### src/rtl/evm_pkg.sv
// rtl/evm_pkg.sv - shared types, widths and BCD helpers for the ballot tally blocks
package evm_pkg;

    localparam int BCD_W      = 4;
    localparam int MAX_DIGITS = 8;
    localparam int BCD_VEC_W  = BCD_W * MAX_DIGITS;

    typedef enum logic [1:0] {
        IDLE = 2'd0,
        INCR = 2'd1,
        LOCK = 2'd2
    } tally_state_t;

    // Increment the low n_digits BCD digits of v; MSB of the result is the carry out,
    // which is set only when every one of those digits was 9 (counter already at max).
    function automatic logic [BCD_VEC_W:0] bcd_inc(input logic [BCD_VEC_W-1:0] v,
                                                   input int n_digits);
        logic [BCD_VEC_W-1:0] r;
        logic                 c;
        r = v;
        c = 1'b1;
        for (int i = 0; i < MAX_DIGITS; i++) begin
            if (i < n_digits && c) begin
                if (v[i*BCD_W +: BCD_W] == 4'd9) begin
                    r[i*BCD_W +: BCD_W] = 4'd0;
                    c = 1'b1;
                end else begin
                    r[i*BCD_W +: BCD_W] = v[i*BCD_W +: BCD_W] + 4'd1;
                    c = 1'b0;
                end
            end
        end
        return {c, r};
    endfunction

    // True when the low n_digits BCD digits of v are all nines.
    function automatic logic bcd_is_max(input logic [BCD_VEC_W-1:0] v, input int n_digits);
        logic m;
        m = 1'b1;
        for (int i = 0; i < MAX_DIGITS; i++) begin
            if (i < n_digits && v[i*BCD_W +: BCD_W] != 4'd9) begin
                m = 1'b0;
            end
        end
        return m;
    endfunction

endpackage

### src/rtl/vote_tally_bcd_if.sv
// rtl/vote_tally_bcd_if.sv - ballot input / tally display bundle
interface vote_tally_bcd_if #(
    parameter int N_CAND   = 4,
    parameter int N_DIGITS = 3
);
    import evm_pkg::*;

    localparam int SEL_W = $clog2(N_CAND) + 1;

    logic [SEL_W-1:0]          cand_sel;
    logic                      confirm;
    logic                      clear;
    logic [SEL_W-1:0]          show_sel;
    logic [BCD_W*N_DIGITS-1:0] digits;
    logic                      vote_ack;
    logic                      busy;
    logic                      sat;

    modport master (
        output cand_sel, confirm, clear, show_sel,
        input  digits, vote_ack, busy, sat
    );

    modport slave (
        input  cand_sel, confirm, clear, show_sel,
        output digits, vote_ack, busy, sat
    );

endinterface

### src/rtl/evm_btn_sync.sv
// rtl/evm_btn_sync.sv - two-flop synchroniser with rising-edge pulse for push buttons
module evm_btn_sync (
    input  logic clk,
    input  logic rst_n,
    input  logic btn_in,
    output logic btn_rise
);

    logic sync1_q, sync1_d;
    logic sync2_q, sync2_d;
    logic prev_q,  prev_d;

    // Next-state: shift the raw button through two stages, remember the last synced level
    always_comb begin
        sync1_d = btn_in;
        sync2_d = sync1_q;
        prev_d  = sync2_q;
    end

    // Synchroniser and edge-history registers
    always_ff @(posedge clk or negedge rst_n) begin
        if (!rst_n) begin
            sync1_q <= 1'b0;
            sync2_q <= 1'b0;
            prev_q  <= 1'b0;
        end else begin
            sync1_q <= sync1_d;
            sync2_q <= sync2_d;
            prev_q  <= prev_d;
        end
    end

    assign btn_rise = sync2_q & ~prev_q;

endmodule

### src/rtl/vote_tally_bcd.sv
// rtl/vote_tally_bcd.sv - per-candidate saturating BCD vote tally with lockout FSM
module vote_tally_bcd
    import evm_pkg::*;
#(
    parameter int N_CAND      = 4,
    parameter int N_DIGITS    = 3,
    parameter int LOCK_CYCLES = 16
) (
    input  logic              clk,
    input  logic              rst_n,
    vote_tally_bcd_if.slave   bus
);

    localparam int SEL_W  = $clog2(N_CAND) + 1;
    localparam int TW     = BCD_W * N_DIGITS;
    localparam int LOCK_W = $clog2(LOCK_CYCLES + 1);

    tally_state_t       state_q, state_d;
    logic [SEL_W-1:0]   sel_q,   sel_d;
    logic [LOCK_W-1:0]  lock_q,  lock_d;
    logic [TW-1:0]      tally_q [N_CAND+1];
    logic [TW-1:0]      tally_d [N_CAND+1];
    logic [TW-1:0]      digits_q, digits_d;
    logic               sat_q,    sat_d;

    logic               confirm_rise;
    logic [SEL_W-1:0]   tgt_idx;
    logic [SEL_W-1:0]   show_idx;
    logic [BCD_VEC_W-1:0] tgt_ext;
    logic [BCD_VEC_W-1:0] show_ext;
    logic [BCD_VEC_W:0]   inc_res;
    logic [TW-1:0]      tgt_next;
    logic               tgt_sat;
    logic               unused_inc_bits;

    evm_btn_sync u_confirm_sync (
        .clk      (clk),
        .rst_n    (rst_n),
        .btn_in   (bus.confirm),
        .btn_rise (confirm_rise)
    );

    // Codes at or above N_CAND all map onto the null tally in the last slot
    always_comb begin
        tgt_idx  = (sel_q >= SEL_W'(N_CAND)) ? SEL_W'(N_CAND) : sel_q;
        show_idx = (bus.show_sel >= SEL_W'(N_CAND)) ? SEL_W'(N_CAND) : bus.show_sel;
    end

    // Incremented value of the target tally; a carry out means it is already all nines
    always_comb begin
        tgt_ext          = '0;
        tgt_ext[TW-1:0]  = tally_q[tgt_idx];
        inc_res          = bcd_inc(tgt_ext, N_DIGITS);
        tgt_next         = inc_res[TW-1:0];
        tgt_sat          = inc_res[BCD_VEC_W];
        unused_inc_bits  = ^inc_res[BCD_VEC_W-1:0];
    end

    // FSM next state: capture on a confirm edge, bump once, then hold off further presses
    always_comb begin
        state_d = state_q;
        sel_d   = sel_q;
        lock_d  = lock_q;
        tally_d = tally_q;
        case (state_q)
            IDLE: begin
                if (confirm_rise) begin
                    sel_d   = bus.cand_sel;
                    state_d = INCR;
                end else if (bus.clear) begin
                    for (int i = 0; i <= N_CAND; i++) begin
                        tally_d[i] = '0;
                    end
                end
            end
            INCR: begin
                if (!tgt_sat) begin
                    tally_d[tgt_idx] = tgt_next;
                end
                lock_d  = LOCK_W'(LOCK_CYCLES - 1);
                state_d = LOCK;
            end
            LOCK: begin
                if (lock_q == '0) begin
                    state_d = IDLE;
                end else begin
                    lock_d = lock_q - 1'b1;
                end
            end
            default: begin
                state_d = IDLE;
            end
        endcase
    end

    // Display path: registered copy of the selected tally and its saturation flag
    always_comb begin
        show_ext         = '0;
        show_ext[TW-1:0] = tally_q[show_idx];
        digits_d         = tally_q[show_idx];
        sat_d            = bcd_is_max(show_ext, N_DIGITS);
    end

    // State, lock counter, tallies and display registers
    always_ff @(posedge clk or negedge rst_n) begin
        if (!rst_n) begin
            state_q  <= IDLE;
            sel_q    <= '0;
            lock_q   <= '0;
            digits_q <= '0;
            sat_q    <= 1'b0;
            for (int i = 0; i <= N_CAND; i++) begin
                tally_q[i] <= '0;
            end
        end else begin
            state_q  <= state_d;
            sel_q    <= sel_d;
            lock_q   <= lock_d;
            digits_q <= digits_d;
            sat_q    <= sat_d;
            for (int i = 0; i <= N_CAND; i++) begin
                tally_q[i] <= tally_d[i];
            end
        end
    end

    assign bus.digits   = digits_q;
    assign bus.sat      = sat_q;
    assign bus.busy     = (state_q != IDLE);
    assign bus.vote_ack = (state_q == INCR) && !tgt_sat;

endmodule

### src/flat_wrapper.sv
// flat-port wrapper written by rule: the top's interface ports become plain ports
module vote_tally_bcd_flat import evm_pkg::*;
#(
    parameter int N_CAND      = 4,
    parameter int N_DIGITS    = 3,
    parameter int LOCK_CYCLES = 16
)
  (clk, rst_n, bus_cand_sel, bus_confirm, bus_clear, bus_show_sel, bus_digits, bus_vote_ack, bus_busy, bus_sat);
  vote_tally_bcd_if #(.N_CAND(N_CAND), .N_DIGITS(N_DIGITS)) bus_i ();
  input  logic clk;
  input  logic rst_n;
  input wire logic [$bits(bus_i.cand_sel)-1:0] bus_cand_sel;
  input wire logic [$bits(bus_i.confirm)-1:0] bus_confirm;
  input wire logic [$bits(bus_i.clear)-1:0] bus_clear;
  input wire logic [$bits(bus_i.show_sel)-1:0] bus_show_sel;
  output wire logic [$bits(bus_i.digits)-1:0] bus_digits;
  output wire logic [$bits(bus_i.vote_ack)-1:0] bus_vote_ack;
  output wire logic [$bits(bus_i.busy)-1:0] bus_busy;
  output wire logic [$bits(bus_i.sat)-1:0] bus_sat;
  assign bus_i.cand_sel = bus_cand_sel;
  assign bus_i.confirm = bus_confirm;
  assign bus_i.clear = bus_clear;
  assign bus_i.show_sel = bus_show_sel;
  assign bus_digits = bus_i.digits;
  assign bus_vote_ack = bus_i.vote_ack;
  assign bus_busy = bus_i.busy;
  assign bus_sat = bus_i.sat;
  vote_tally_bcd #(.N_CAND(N_CAND), .N_DIGITS(N_DIGITS), .LOCK_CYCLES(LOCK_CYCLES)) u_core (.clk(clk), .rst_n(rst_n), .bus(bus_i));
endmodule
### config.mk
export PLATFORM = sky130hd
export DESIGN_NAME = vote_tally_bcd_flat
export DESIGN_NICKNAME = d
export VERILOG_FILES = /design/src/rtl/evm_pkg.sv /design/src/rtl/vote_tally_bcd_if.sv /design/src/rtl/evm_btn_sync.sv /design/src/rtl/vote_tally_bcd.sv /design/src/flat_wrapper.sv
export SDC_FILE = /design/constraint.sdc
export NUM_CORES = 1
export LEC_CHECK = 0
export ABC_CLOCK_PERIOD_IN_PS = 7200
export CORE_MARGIN = 4
export CORE_UTILIZATION = 45
export DETAILED_ROUTE_END_ITERATION = 10
export MAX_ROUTING_LAYER = met4
export SLEW_MARGIN = 20
export SYNTH_ARGS = -nofsm -noshare
export SYNTH_HDL_FRONTEND = slang
export SYNTH_SLANG_ARGS = --single-unit
export TNS_END_PERCENT = 30
### constraint.sdc
create_clock -name clk -period 7.2 [get_ports clk]
set_clock_uncertainty 0.2 [all_clocks]
set_input_delay 1.44 -clock clk [delete_from_list [all_inputs] [get_ports clk]]
set_output_delay 1.44 -clock clk [all_outputs]
set_load 0.005 [all_outputs]
* After elaboration in Yosys (flattened, before gate mapping)
Cells that the tools add are included.
W data, S select, Z words.
** Operators by class
- Bitwise gates (word level) :: 4
- $add $sub $neg :: 4
- Mux-type cells :: 33
- Order comparisons :: 5
- Equal/unequal tests :: 14
- Reductions and logical operators :: 12
** Operator list (number)
- $mux W60 :: 3
- $pmux W60 S2 :: 1
- $bmux W12 S3 :: 2
- $bwmux W60 :: 1
- $mux W12 :: 5
- $demux W12 S3 :: 1
- $mux W4 :: 5
- $add A4 B1 Y4 const B :: 3
- $eq A4 B4 Y1 const B :: 3
- $ne A4 B4 Y1 const B :: 3
- $pmux W5 S2 :: 1
- $ge A4 B4 Y1 const B :: 2
- $mux W1 :: 8
- $ne A2 B2 Y1 const B :: 4
- $not A3 Y4 :: 2
- $ge A3 B3 Y1 const B :: 2
- $mux W3 :: 2
- $pmux W2 S3 :: 1
- $reduce_and A2 Y1 :: 3
- $reduce_bool A2 Y1 :: 3
- $logic_not A5 Y1 :: 1
- $mux W5 :: 1
- $sub A5 B1 Y5 const B :: 1
- $lt A4 B1 Y1 const B :: 1
- other kinds (10) :: 13
** Word-level totals
- Input bits :: 10
- Output and inout bits :: 15
- Flip-flop bits (word level) :: 86
- Logic and storage cells :: 85

* Longest topological paths before layout
Gate-level depths: netlist of run 1.
- Word-level depth :: 13
- Mapped depth :: 16
- Gate-level depth less buffers :: 12

* By module
Synthesis of run 1 repeated with hierarchy kept, for this count alone.
** Second synthesis, totals
- Cell total of the unflattened synthesis :: 427
- Area total of the unflattened synthesis :: 4516.8 µm²
** By module, submodules not included
- vote_tally_bcd :: area each 4428.0 µm², times used 1, cells an instance 423, sequential area each 2077.0 µm²
- evm_btn_sync :: area each 88.8 µm², times used 1, cells an instance 4, sequential area each 75.1 µm²

* Least setup slack after synthesis of run 1
OpenSTA, ideal clock, no wires.
- Path type :: register to output
- Start point :: reg u_core.sel_q[0]
- End point :: out bus_vote_ack
- Data arrival time :: 2.356 ns
- Slack :: 3.204 ns
- Required time :: 5.560 ns
- Path buffers :: 3
- Stages on the path, launching flop included :: 14
- Path through :: dfrtp_1 > buf_6 > buf_6 > buf_2 > mux4_1 > mux2i_1 > inv_1 > ha_1 > and3_1 > a31oi_1 > a22oi_1 > nand3_1 > o21ai_2 > inv_2
** On the way
- Word-level cells in the longest chain between the ends :: 12
- Elaborated cells on any way between the ends :: 16
- Those cells by class :: 1 x order compare; 3 x eq/ne; 9 x mux; 1 x bitwise; 2 x reduce/logical
** RTL lines
- start, declared :: RTL line vote_tally_bcd.sv:19 : logic [SEL_W-1:0] sel_q, sel_d;
- start signal, assigned :: RTL line vote_tally_bcd.sv:117 : sel_q <= sel_d;
- $ge A3 B3 Y1 :: RTL line vote_tally_bcd.sv:45 : tgt_idx = (sel_q >= SEL_W'(N_CAND)) ? SEL_W'(N_CAND) : sel_q;
- $mux W3 * :: RTL line vote_tally_bcd.sv:45
- $not A3 Y4 (implied by the code) * :: RTL line vote_tally_bcd.sv:52 : tgt_ext[TW-1:0] = tally_q[tgt_idx];
- $bmux W12 S3 * :: RTL line vote_tally_bcd.sv:52
- $mux W12 (implied by the code) * (2 in series) :: RTL line vote_tally_bcd.sv:52
- $eq A4 B4 Y1 :: RTL line evm_pkg.sv:24 : if (v[i*BCD_W +: BCD_W] == 4'd9) begin
- $mux W1 :: RTL line evm_pkg.sv:24
- $mux W1 :: RTL line evm_pkg.sv:23 : if (i < n_digits && c) begin
- $mux W1 * :: RTL line evm_pkg.sv:23
- $logic_not A1 Y1 *
- $logic_and A1 B1 Y1 * :: RTL line vote_tally_bcd.sv:130 : assign bus.vote_ack = (state_q == INCR) && !tgt_sat;
- end, declared :: RTL line flat_wrapper.sv:17 : output wire logic [$bits(bus_i.vote_ack)-1:0] bus_vote_ack;
Mark *: on every way between the ends. The rest lies on a longest branch, timed or not. The select of a mux whose other input is x is not followed.

* Worst setup path in the final report of run 1
- Start point :: reg u_core.sel_q[2]
- End point :: out bus_vote_ack
The elaborated chain is that of the path after synthesis.

==> flow_summary.json, run 1 <==
{
  "outcome": "finished, final reports clean",
  "cpMaxStageDelayCell": "dfrtp_1",
  "antenna_cells": 0,
  "fmax_mhz": 184,
  "cts_tree": "done",
  "routed-via-count": 3488,
  "core_area_um2": 9770,
  "io_pins": 25,
  "final_cell_mix": "dfrtp_1 (86), nand2_1 (48), o21ai_0 (39)",
  "fin_ws_ns": 1.76,
  "routed_wl_mm": 12.2,
  "hp-class": "flop to flop",
  "ys_seq_elements": 86,
  "syn_avg_cell_area_um2": 10.6,
  "synth-edff-count": 0,
  "fin_setup_tns_ns": 0,
  "worst_slew_pin_slew_ns": 0.958,
  "swShare": 0.425,
  "power.density_nw_per_um2": 358,
  "p_sw_uw": 768,
  "area_delta_synth_final_pct": 11.3,
  "final.min_clock_period_ns": 5.44,
  "crit_type": "flop to primary output",
  "io_buffers": 24,
  "h-tree-depth": 3,
  "clk_latency_ns": 0.37,
  "drtIter0Drc": 328,
  "place_congestion": 0.945,
  "synth_ff_type": "dfrtp_1",
  "postRouteAntennaNets": 0,
  "rows": 36,
  "holdWs_ns": 0.158,
  "setup_viol": 0,
  "critical_path_required_ns": 5.56,
  "firstDrtPassIters": 5,
  "grt_pass1_vias": 3388,
  "synth_cell_type_count": 53,
  "vias_per_cell": 6.02,
  "ys_async_sr_fraction": 1.00,
  "arrival_ns": 3.80,
  "clkTransAtPathRegs_ns": 0.09,
  "p_leak_nw": 2.27,
  "fin_crit_sh": 0.756,
  "seq_area_um2": 2150,
  "dp_hpwl_mm": 8.28,
  "dp_slack_ns": 2.25,
  "irDropWorstVdd_mv": 0.184,
  "wl_per_cell_um": 21.1,
  "final_nets": 459,
  "die_area_um2": 11800,
  "p_total_mw": 1.81,
  "drc": 0,
  "fp.dieH_um": 108,
  "seq_power_share": 0.380,
  "postLayoutCellArea_um2": 5050,
  "cts_resized": 0,
  "crit_buf_inv": 3,
  "synth_nets": 445,
  "rsz0062_at_grt": "no",
  "cts.sinks": 86,
  "hold_viol_final": 0,
  "num-fill-cells": 905,
  "post_cts_buffers": 0,
  "cp_max_fo": 15,
  "start_util": 0.464,
  "p_clk_frac": 0.194,
  "postCtsHoldBufs": 0,
  "p_int_mw": 1.04,
  "grtUsageTotal": 0.230,
  "syn_area_um2": 4540,
  "slew_headroom": 0.360,
  "crit_path_start_kind": "flop",
  "cts_made_buffers": 9,
  "drv_cap": 0,
  "overflow": 0,
  "grt_max_degree": 87,
  "root_buffer": "clkbuf_8",
  "endpoint_kind": "primary output",
  "power.share.combinational": 0.426,
  "yosysWarnings": 0,
  "layout_commonest_cell": "dfrtp_1",
  "die_width_um": 108,
  "critPathTopFamily": "compound AO/OA/AOI/OAI gates",
  "drive_gt1_frac": 0.137,
  "syn_inst": 427,
  "synth_seq_area_share": 0.474,
  "drv_slew": 0,
  "grt_pass1_wl_mm": 19.7,
  "cp_cell_sequence": "inv_1, o21ai_0, ha_1, and3_1, a31oi_1, a22oi_1, nand3_1, o21ai_2, inv_2, clkdlybuf4s50_1",
  "multi_input_area_um2": 2230,
  "postPlaceCellArea_um2": 4850,
  "cts_buffer_depth": 2,
  "antenna_found_initial": 0,
  "cpPeakStageDelay_ns": 0.64
}
[registers in the layout (all words and copies together), names as in the netlist]
signal / count
u_core.bus.sat: 1
u_core.u_confirm_sync.prev_d: 1
u_core.u_confirm_sync.prev_q: 1
u_core.tally_q: 60
u_core.sel_q: 3
u_core.state_q: 2
u_core.lock_q: 5
u_core.bus.digits: 12
u_core.u_confirm_sync.sync1_q: 1
[Yosys cell counts, types with 7 or more instances]
library cell | count | area share
a21oi_1 | 7 | 0.0077
a22o_1 | 23 | 0.044
buf_2 | 10 | 0.011
clkbuf_1 | 11 | 0.0091
dfrtp_1 | 86 | 0.47
ha_1 | 8 | 0.022
inv_1 | 8 | 0.0066
mux2_2 | 20 | 0.050
mux2i_1 | 28 | 0.062
nand2_1 | 48 | 0.040
nand2b_1 | 7 | 0.0097
nand3_1 | 9 | 0.0099
nor2_1 | 12 | 0.0099
nor3_1 | 7 | 0.0077
o21ai_0 | 39 | 0.043
o2bb2ai_1 | 32 | 0.062
[worst paths after layout]
kind / start / endpoint / slack, ns / cells past startpoint
setup / recovery: u_core.sel_q[2]$_DFFE_PN0P_ / bus_vote_ack / 1.76 / 10
hold / removal: u_core.u_confirm_sync.sync1_q$_DFF_PN0_ / u_core.u_confirm_sync.prev_d$_DFF_PN0_ / 0.16 / 0
setup reg to reg: u_core.sel_q[0]$_DFFE_PN0P_ / u_core.tally_q[39]$_DFFE_PN0P_ / 2.91 / 12
hold reg to reg: u_core.u_confirm_sync.sync1_q$_DFF_PN0_ / u_core.u_confirm_sync.prev_d$_DFF_PN0_ / 0.16 / 0
max in group asynchronous: rst_n / u_core.lock_q[1]$_DFFE_PN0P_ / 5.35 / 1
min in group asynchronous: rst_n / u_core.tally_q[17]$_DFFE_PN0P_ / 0.91 / 1
[power groups by stage]
stage	logic [mW]	clock network, mW	registers (mW)
final	0.769	0.350	0.687
after global routing	0.850	0.376	0.702
after CTS	0.767	0.353	0.684
after detailed placement	0.765	0	0.692
after global placement	0.753	0	0.692
after floorplan	0.580	0	0.646
[cell families (layout without fill, tap and decap cells)]
family,count (synthesis),after routing,synth area share
xor+xnor,8,8,0.0154
buf+inv,34,53,0.0353
simple gates,111,111,0.122
mux,50,50,0.120
fa+ha+maj,8,8,0.0221
flops,86,86,0.474
compound gates,130,130,0.211
[layer usage]
layer	wire length (um)	vias to the layer above	GRT usage
li1	-	1604	-
met2	5470	143	0.335
met5	0	-	-
met4	286	0	0.0667
met1	5710	1717	0.324
met3	768	24	0.0478
[final cells by class]
type / count / area share
Multi-Input combinational cell: 307 / 0.441
Sequential cell: 86 / 0.426
Timing Repair Buffer: 28 / 0.0538
Tap cell: 133 / 0.0330
Clock buffer: 9 / 0.0245
Clock inverter: 7 / 0.0144
Inverter: 9 / 0.00669
[through the flow]
step / utilization / cells
6_report: 0.516 / 579
4_1_cts: 0.516 / 579
3_5_place_dp: 0.496 / 563
5_1_grt: 0.516 / 579
3_3_place_gp: 0.496 / 563
2_1_floorplan: - / 427
No activity file was read; power rests on OpenSTA's default activity.
==> inputs of run 2 (changes only) <==
--- a/config.mk
+++ b/config.mk
@@ -5,11 +5,12 @@
 export SDC_FILE = /design/constraint.sdc
 export NUM_CORES = 1
 export LEC_CHECK = 0
-export ABC_CLOCK_PERIOD_IN_PS = 7200
+export ABC_CLOCK_PERIOD_IN_PS = 4400
 export CORE_MARGIN = 4
 export CORE_UTILIZATION = 45
 export DETAILED_ROUTE_END_ITERATION = 10
 export MAX_ROUTING_LAYER = met4
+export PLACE_DENSITY = 0.65
 export SLEW_MARGIN = 20
 export SYNTH_ARGS = -nofsm -noshare
 export SYNTH_HDL_FRONTEND = slang
==> constraint.sdc (replaced) <==
create_clock -name clk -period 4.4 [get_ports clk]
set_clock_uncertainty 0.2 [all_clocks]
set_input_delay 0.88 -clock clk [delete_from_list [all_inputs] [get_ports clk]]
set_output_delay 0.88 -clock clk [all_outputs]
set_load 0.005 [all_outputs]
==> flow_summary.json, run 2 (synthesis results as in run 1) <==
{
  "outcome": "finished, final reports clean",
  "grt_pass1_vias": 3562,
  "grtUsageTotal": 0.224,
  "cts_made_buffers": 9,
  "routed_wl_mm": 12.0,
  "postRouteAntennaNets": 0,
  "timing.rr.start": "u_core.sel_q[1]$_DFFE_PN0P_",
  "area_delta_synth_final_pct": 13.5,
  "critical_path_required_ns": 3.32,
  "io_buffers": 24,
  "drive_gt1_frac": 0.170,
  "vias_per_cell": 5.91,
  "firstDrtPassIters": 4,
  "cp_max_fo": 6,
  "rr_worst_depth": 12,
  "overflow": 0,
  "clkTransAtPathRegs_ns": 0.09,
  "arrival_ns": 3.15,
  "cts_buffer_depth": 2,
  "hold_path.startpoint": "u_core.u_confirm_sync.sync1_q$_DFF_PN0_",
  "root_buffer": "clkbuf_8",
  "clk_latency_ns": 0.35,
  "routed-via-count": 3500,
  "cpMaxStageDelayCell": "mux4_1",
  "regMostFlops": "u_core.tally_q",
  "startpoint": "u_core.sel_q[1]$_DFFE_PN0P_",
  "slew_headroom": 0.343,
  "stdcell_count": 592,
  "postPlaceCellArea_um2": 4910,
  "power.density_nw_per_um2": 576,
  "h-tree-depth": 3,
  "p_leak_nw": 2.33,
  "fin_util": 0.527,
  "setup_viol": 0,
  "antenna_found_initial": 0,
  "drtIter0Drc": 287,
  "crit_buf_inv": 3,
  "final_cell_mix": "dfrtp_1 (84), nand2_1 (48), o21ai_0 (38)",
  "holdPathEnd": "u_core.u_confirm_sync.prev_d$_DFF_PN0_",
  "die_area_um2": 11800,
  "postLayoutCellArea_um2": 5150,
  "rrSetupSlack_ns": 0.48,
  "antenna_cells": 0,
  "largest_reg_flops": 60,
  "fin_crit_sh": 0.962,
  "fp.dieH_um": 108,
  "worst_slew_pin_slew_ns": 0.977,
  "drc": 0,
  "critPathTopFamily": "buffers and inverters",
  "num-fill-cells": 871,
  "place_congestion": 0.901,
  "dp_hpwl_mm": 8.25,
  "fmax_mhz": 236,
  "rr_endpoint": "u_core.tally_q[22]$_DFFE_PN0P_",
  "hold_viol_final": 0,
  "whs_path_depth": 0,
  "layout_commonest_cell": "dfrtp_1",
  "hp-class": "flop to flop",
  "io_pins": 25,
  "start_util": 0.464,
  "final.min_clock_period_ns": 4.23,
  "grt_max_degree": 87,
  "rows": 36,
  "cts.sinks": 86,
  "cts_tree": "done",
  "irDropWorstVdd_mv": 0.250,
  "cp_cell_sequence": "mux4_1, mux2i_1, inv_1, ha_2, and3_1, a31oi_1, a22oi_1, nand3_2, o21ai_4, inv_2, clkdlybuf4s50_1",
  "crit_path_start_kind": "flop",
  "grt_pass1_wl_mm": 19.5,
  "holdWs_ns": 0.156,
  "drv_slew": 0,
  "place_inst": 572,
  "cpPeakStageDelay_ns": 0.56,
  "endpoint_kind": "primary output",
  "postCtsHoldBufs": 0,
  "final_nets": 472,
  "crit_type": "flop to primary output",
  "drv_cap": 0,
  "die_width_um": 108,
  "wl_per_cell_um": 20.3,
  "worst-path-stages": 11,
  "core_area_um2": 9770
}
-- run 2: layer usage --
metal | track usage | up-vias | part of all wire
li1 | - | 1626 | -
met1 | 0.306 | 1759 | 0.46
met2 | 0.331 | 97 | 0.46
met3 | 0.0340 | 18 | 0.056
met4 | 0.0974 | 0 | 0.018
met5 | - | - | 0
-- run 2: where the power goes --
part	switching, mW	total (mW)	internal [mW]
Clock	0.284	0.519	0.235
Sequential	0.167	1.12	0.950
Combinational	0.790	1.33	0.541
-- run 2: worst max-delay path by stage --
stage / to
finish: bus_vote_ack
global route: bus_vote_ack
CTS: bus_vote_ack
detailed placement: bus_vote_ack
global placement: bus_vote_ack
floorplan: u_core.tally_q[5]$_DFFE_PN0P_
-- run 2: cell type report --
cell class | count | area [um2] | area share
Timing Repair Buffer | 41 | 369 | 0.0717
Tap cell | 133 | 166 | 0.0323
Clock inverter | 5 | 33.8 | 0.00656
Clock buffer | 11 | 151 | 0.0294
Sequential cell | 86 | 2150 | 0.418
Multi-Input combinational cell | 307 | 2240 | 0.435
Inverter | 9 | 33.8 | 0.00656
-- run 2: repair_timing --
action,CTS,global route
setup buffers,3,1
setup endpoints to repair,1,1
gates resized for setup,2,6
-- run 2: metrics by stage --
stage	setup TNS (ns)	setup WS, ns	total power [mW]
detailed placement	0	0.305	2.41
finish	0	0.168	2.97
global route	-0.0240	-0.0240	3.17
global placement	0	0.394	2.39
CTS	0	0.0878	2.95
floorplan	0	0.886	2.01
-- run 2: worst reg2reg max path, cell delays in order (launching register included) --
cell and delay, ns:
dfrtp_2 0.41, mux4_1 0.56, mux2i_1 0.21, inv_1 0.13, ha_2 0.21, and3_1 0.17
a31oi_1 0.14, a22oi_1 0.11, buf_4 0.17, and3_1 0.25, a311oi_4 0.40, nand2_1 0.46
a22o_2 0.41
